### src/rtl/dmem_port_arbiter_pkg.sv
// Shared types and default widths for the data-SRAM port arbiter.
package dmem_port_arbiter_pkg;

  typedef enum logic [1:0] {
    RESP_NONE,
    RESP_PIPE,
    RESP_DBG
  } resp_owner_e;

  localparam int DMEM_ADDR_W = 10;
  localparam int DMEM_DATA_W = 32;

endpackage

### src/rtl/dmem_starve_cnt.sv
// Saturating count of consecutive denied debug cycles; raises force_dbg once
// the debug port has waited MAX_WAIT-1 cycles and the pipeline still competes.
module dmem_starve_cnt #(
  parameter int MAX_WAIT = 8
) (
  input  logic CLK,
  input  logic RSTn,
  input  logic pipe_req,
  input  logic dbg_req,
  input  logic dbg_gnt,
  output logic force_dbg
);

  localparam int CntW = $clog2(MAX_WAIT);
  localparam logic [CntW-1:0] CntSat = CntW'(MAX_WAIT - 1);

  logic [CntW-1:0] cnt;

  // A withdrawn or granted request starts the wait over from zero.
  always_ff @(posedge CLK or negedge RSTn) begin
    if (!RSTn) begin
      cnt <= '0;
    end else if (!dbg_req || dbg_gnt) begin
      cnt <= '0;
    end else if (cnt != CntSat) begin
      cnt <= cnt + 1'b1;
    end
  end

  assign force_dbg = (cnt == CntSat) && dbg_req && pipe_req;

endmodule

### src/rtl/dmem_port_arbiter.sv
// Arbitrates the single-port data SRAM between the MEM stage and the debug port.
// Define DMEM_ARB_STARVE_EN to enable the debug starvation guard.
module dmem_port_arbiter
  import dmem_port_arbiter_pkg::*;
#(
  parameter int MAX_WAIT = 8,
  parameter int ADDR_W   = DMEM_ADDR_W,
  parameter int DATA_W   = DMEM_DATA_W
) (
  input  logic              CLK,
  input  logic              RSTn,
  input  logic              pipe_csb,
  input  logic              pipe_web,
  input  logic [ADDR_W-1:0] pipe_addr,
  input  logic [DATA_W-1:0] pipe_din,
  output logic              pipe_stall,
  output logic              pipe_rvalid,
  output logic [DATA_W-1:0] pipe_rdata,
  input  logic              dbg_req,
  input  logic              dbg_we,
  input  logic [ADDR_W-1:0] dbg_addr,
  input  logic [DATA_W-1:0] dbg_wdata,
  output logic              dbg_gnt,
  output logic              dbg_rvalid,
  output logic [DATA_W-1:0] dbg_rdata,
  output logic              mem_csb0,
  output logic              mem_web0,
  output logic [ADDR_W-1:0] mem_addr0,
  output logic [DATA_W-1:0] mem_din0,
  input  logic [DATA_W-1:0] mem_dout0
);

  if (MAX_WAIT < 2) begin : g_max_wait_check
    $error("dmem_port_arbiter: MAX_WAIT must be at least 2");
  end

  logic        pipe_req;
  logic        dbg_want;
  logic        pipe_gnt;
  resp_owner_e resp_state;

  // Requests are masked during reset so every grant and SRAM pin sits idle.
  assign pipe_req = RSTn & ~pipe_csb;
  assign dbg_want = RSTn & dbg_req;

`ifdef DMEM_ARB_STARVE_EN
  logic force_dbg;

  dmem_starve_cnt #(
    .MAX_WAIT (MAX_WAIT)
  ) u_starve_cnt (
    .CLK       (CLK),
    .RSTn      (RSTn),
    .pipe_req  (pipe_req),
    .dbg_req   (dbg_want),
    .dbg_gnt   (dbg_gnt),
    .force_dbg (force_dbg)
  );

  assign pipe_stall = pipe_req & force_dbg;
  assign dbg_gnt    = dbg_want & (~pipe_req | force_dbg);
`else
  assign pipe_stall = 1'b0;
  assign dbg_gnt    = dbg_want & ~pipe_req;
`endif

  assign pipe_gnt = pipe_req & ~pipe_stall;

  always_comb begin
    mem_csb0  = 1'b1;
    mem_web0  = 1'b1;
    mem_addr0 = '0;
    mem_din0  = '0;
    if (dbg_gnt) begin
      mem_csb0  = 1'b0;
      mem_web0  = ~dbg_we;
      mem_addr0 = dbg_addr;
      mem_din0  = dbg_wdata;
    end else if (pipe_gnt) begin
      mem_csb0  = 1'b0;
      mem_web0  = pipe_web;
      mem_addr0 = pipe_addr;
      mem_din0  = pipe_din;
    end
  end

  // Remembers who issued the read whose data appears on mem_dout0 next cycle.
  always_ff @(posedge CLK or negedge RSTn) begin
    if (!RSTn) begin
      resp_state <= RESP_NONE;
    end else if (dbg_gnt && !dbg_we) begin
      resp_state <= RESP_DBG;
    end else if (pipe_gnt && pipe_web) begin
      resp_state <= RESP_PIPE;
    end else begin
      resp_state <= RESP_NONE;
    end
  end

  assign pipe_rvalid = (resp_state == RESP_PIPE);
  assign dbg_rvalid  = (resp_state == RESP_DBG);
  assign pipe_rdata  = mem_dout0;
  assign dbg_rdata   = mem_dout0;

endmodule

### config.mk
export PLATFORM = sky130hd
export DESIGN_NAME = dmem_port_arbiter
export DESIGN_NICKNAME = d
export VERILOG_FILES = /design/src/rtl/dmem_port_arbiter_pkg.sv /design/src/rtl/dmem_starve_cnt.sv /design/src/rtl/dmem_port_arbiter.sv
export SDC_FILE = /design/constraint.sdc
export NUM_CORES = 1
export LEC_CHECK = 0
export CAP_MARGIN = 20
export CORE_AREA = 2 2 89 91
export CTS_CLUSTER_SIZE = 24
export DETAILED_ROUTE_END_ITERATION = 6
export DIE_AREA = 0 0 91 93
export GPL_TIMING_DRIVEN = 0
export PLACE_DENSITY = 0.8
export SYNTH_ARGS = -nofsm -noshare
export SYNTH_HDL_FRONTEND = slang
export SYNTH_SLANG_ARGS = --single-unit
export TNS_END_PERCENT = 100
### constraint.sdc
create_clock -name CLK -period 1.36 [get_ports CLK]
set_input_delay 0.204 -clock CLK [delete_from_list [all_inputs] [get_ports CLK]]
set_output_delay 0.204 -clock CLK [all_outputs]
set_load 0.05 [all_outputs]
Word level (Yosys, flattened, before mapping)
Index checks and enable logic that the tools add are counted.
- word-level logic and storage cells: 22
- input port bits: 122
- output and inout bits: 112
- bits in registers: 2
- reductions and logical operators: 3
- muxes and demuxes: 10
- bitwise gates (word level): 6
- equality and inequality tests: 2
- operators with widths (cell ; number):
    32-bit two-way mux ; 2
    10-bit two-way mux ; 2
    1-bit two-way mux ; 5
    1-bit bitwise AND ; 3
    1-bit inverter ; 3
    2-bit by 1-bit equality test with 1-bit output, second input constant ; 1
    2-bit equality test, second input constant ; 1
    1-bit logical AND ; 2
    2-bit two-way mux ; 1
    1-bit logical NOT ; 1

Logic depth before layout (Yosys ltp)
- depth after elaboration: 6
- depth in mapped cells: 4
- depth with buffers taken out: 2

Least setup slack after synthesis
No wires, ideal clock.
- kind: input to output
- from: input dbg_req
- to: output mem_csb0
- path slack: -459 ps
- buffers on the path: 2
- required time: 1156 ps
- data arrival time: 1615 ps
- cell stages on the path: 3
- cell sequence: buf_4 > buf_2 > o21ai_0
- cells in the longest elaborated chain, start to end: 3
- ends and longest elaborated chain (element ; RTL line ; RTL):
    from (decl) ; dmem_port_arbiter.sv:19 ; input logic dbg_req,
    1-bit bitwise AND ; dmem_port_arbiter.sv:44 ; assign dbg_want = RSTn & dbg_req;
    1-bit bitwise AND ; dmem_port_arbiter.sv:64 ; assign dbg_gnt = dbg_want & ~pipe_req;
    1-bit two-way mux ; dmem_port_arbiter.sv:74 ; if (dbg_gnt) begin
    to (decl) ; dmem_port_arbiter.sv:26 ; output logic mem_csb0,
Every way passes these cells.

Worst setup path after layout
- from: input dbg_addr[9]
- to: output mem_addr0[9]
- cells in the longest elaborated chain, start to end: 1
- ends and longest elaborated chain (element ; RTL line ; RTL):
    from (decl) ; dmem_port_arbiter.sv:21 ; input logic [ADDR_W-1:0] dbg_addr,
    10-bit two-way mux ; dmem_port_arbiter.sv:74 ;
    to (decl) ; dmem_port_arbiter.sv:28 ; output logic [ADDR_W-1:0] mem_addr0,
Every way passes these cells.

==> metrics.md <==
| Metric | Value |
|---|---|
| Worst setup SP type | `primary input` |
| Fmax | `763 MHz` |
| Ys flop type | `dfrtp_1` |
| Sw Ratio | `50.7%` |
| Chip width | `91 um` |
| Hold Path Class | `primary input to async pin` |
| Crit path DAT | `1.11 ns` |
| Reg clk slew, reported paths | `0.03 ns` |
| Crit share post-route | `96.3%` |
| Layout cell share with drive strength beyond 1 | `42.6%` |
| Yosys cell types | `16` |
| Leak | `1.68 nW` |
| DR pass1 iterations | `4` |
| Reg power frac | `3.1%` |
| Util after Layout | `50.0%` |
| Final WL | `7.29 mm` |
| Hold_ws | `0.415 ns` |
| Largest register by flop count | `resp_state` |
| Vias per cell | `4.24` |
| CTS tree | `done` |
| Register area share after synthesis | `3.12%` |
| Post-Syn Instances | `224` |
| Flops & latches, synth | `2` |
| Die Height | `93 um` |
| Vias in the first global route | `2306` |
| Fin cells | `532` |
| CP Class | `primary input to output port` |
| Post-synth EDFFs | `0` |
| Asr flop ratio synth | `100%` |
| P_int | `1.01 mW` |
| Peak VDD IR | `304 uV` |
| Required @ worst endpoint | `1.16 ns` |
| Filler cells | `689` |
| Finished Cell Area | `0.00376 sq mm` |
| Max reg flops | `2` |
| GRT Total Usage | `15.5%` |
| CTS Root Cell | `clkbuf_8` |
| Max Root-Sink Buffers | `2` |
| Drt drc | `0` |
| H-tree levels | `1` |
| Worst Tran Pin Value | `0.541 ns` |
| Clock group share of total power | `11.3%` |
| Crit path capture type | `output port` |
| PortBufs | `199` |
| Logic pwr share | `85.6%` |
| Net Sw Power | `1.04 mW` |
| RSZ-0062 raised after global routing | `false` |
| Min Tclk post-route | `1.31 ns` |
| Most frequent cell after synthesis | `nand2_1` |
| Clock sinks | `2` |
| Slew Limit Fails | `0` |
| Total grt overflow | `0` |
| Mapped Nets | `346` |
| Nets | `554` |
| Syn. warnings | `0` |
| Pwr Density | `545 mW/mm^2` |
| Core ar. | `0.00753 sq mm` |
| Vias | `2256` |
| Pin count of the biggest net entering global routing | `11` |
| DR WL/cell | `13.7 um` |
| ANT nets after route | `0` |
| Final Hold Vio Count | `0` |
| Initial antenna violation count | `0` |
| Synth Area per Inst | `7.17 sq um` |
| Drt initial violations | `35` |
| Worst-path fanout max | `1` |
| Top cells by count, synth | `nand2_1, buf_4, o22ai_2` |
| Starting Density | `21.3%` |
| Fin worst setup slack | `0.0497 ns` |
| Synth top area share | `34.6%` |
| Total CTS buffers | `3` |
| Layout area overhead | `134%` |
| Place WS | `-1.10 ns` |
| Placed Area | `0.00373 sq mm` |
| Global-route wire length before repair | `10.8 mm` |
| Setup violations, final | `0` |
| GP Congestion | `0.773` |
| Synth Cell Area | `0.00161 sq mm` |
| DIE AREA | `0.00846 sq mm` |
| Max-cap viol count | `0` |
| FP Rows | `32` |
| Largest registers | `resp_state (2)` |
| Boundary pin count | `234` |
| Status | `complete, no violations` |
| Synth area leaders | `buf_4, o22ai_2, nand2_1` |
| Placed Instances | `525` |
| Synth area leader | `buf_4` |
| HPWL reported at the end of detailed placement | `6.17 mm` |
| # diodes | `0` |
| Slew HR | `63.8%` |
## critical path, stage by stage
cell and delay [ns]:
clkdlybuf4s50_1 0.47, nand2_1 0.05, o22ai_1 0.13, clkbuf_4 0.25
## path summary, 6_finish.rpt
check	from	to	slack [ns]	depth (start not counted)
setup / recovery	dbg_addr[9]	mem_addr0[9]	0.05	4
hold / removal	RSTn	resp_state[0]	0.42	2
max in group asynchronous	RSTn	resp_state[1]	0.81	2
min in group CLK	dbg_req	resp_state[1]	0.48	3
## cell families (layout without fill, tap and decap cells)
logic type / count (synthesis) / count (layout) / share of synthesized area [%]
simple gates: 92 / 92 / 22.7
buf+inv: 85 / 291 / 41.4
compound gates: 44 / 44 / 32.6
flops: 2 / 2 / 3.12
other cells: 1 / 1 / 0.233
## metrics by stage
stage / TNS (ns) / power [mW]
3_3_place_gp: -45.55 / 1.80
2_1_floorplan: 0 / 1.16
5_1_grt: 0 / 2.14
3_5_place_dp: -46.03 / 1.82
4_1_cts: 0 / 2.06
6_report: 0 / 2.05
## cells in the final DEF (no fill, tap or decap), drive strengths merged
master / netlist / routed
buf: 84 / 131
conb: 1 / 1
clkdlybuf4s15: 0 / 2
nand2: 85 / 85
nor2: 1 / 1
inv: 1 / 1
dlygate4sd3: 0 / 1
dlymetal6s2s: 0 / 1
o21ai: 2 / 2
clkbuf: 0 / 6
and2b: 1 / 1
clkdlybuf4s50: 0 / 149
dfrtp: 2 / 2
o22ai: 42 / 42
and3: 3 / 3
nor2b: 2 / 2
## power by group through the flow
stage	Sequential [mW]	Combinational (mW)	Clock, mW
detailed placement	0.0634	1.76	0
floorplan	0.0631	1.10	0
finish	0.0628	1.76	0.232
global route	0.0629	1.83	0.248
CTS	0.0629	1.75	0.238
global placement	0.0632	1.74	0
## layer usage
metal / vias up / global-route usage [%] / share of wire (%)
li1: 1090 / - / -
met1: 1022 / 16.2 / 37
met2: 138 / 30.4 / 52
met3: 6 / 4.59 / 11
met4: 0 / 3.16 / 0.93
met5: - / 0 / 0
## area by class of cell
cell class | instances | area (sq um) | share of cell area, %
repair buffers | 203 | 1960 | 52.0
multi-input cells | 137 | 913 | 24.3
plain buffers | 84 | 668 | 17.8
well taps | 102 | 128 | 3.39
flip-flops and latches | 2 | 50.0 | 1.33
clock buffers | 3 | 41.3 | 1.10
inverters | 1 | 3.75 | 0.0998
## timing repair
item,in CTS,in global routing
hold buffers,1,0
setup endpoints to repair,47,43
buffers inserted,3,0
endpoints found under the hold margin,2,0
resized for setup,288,16
pin swaps,0,1
Note: power is estimated with default switching activity, not from simulation.
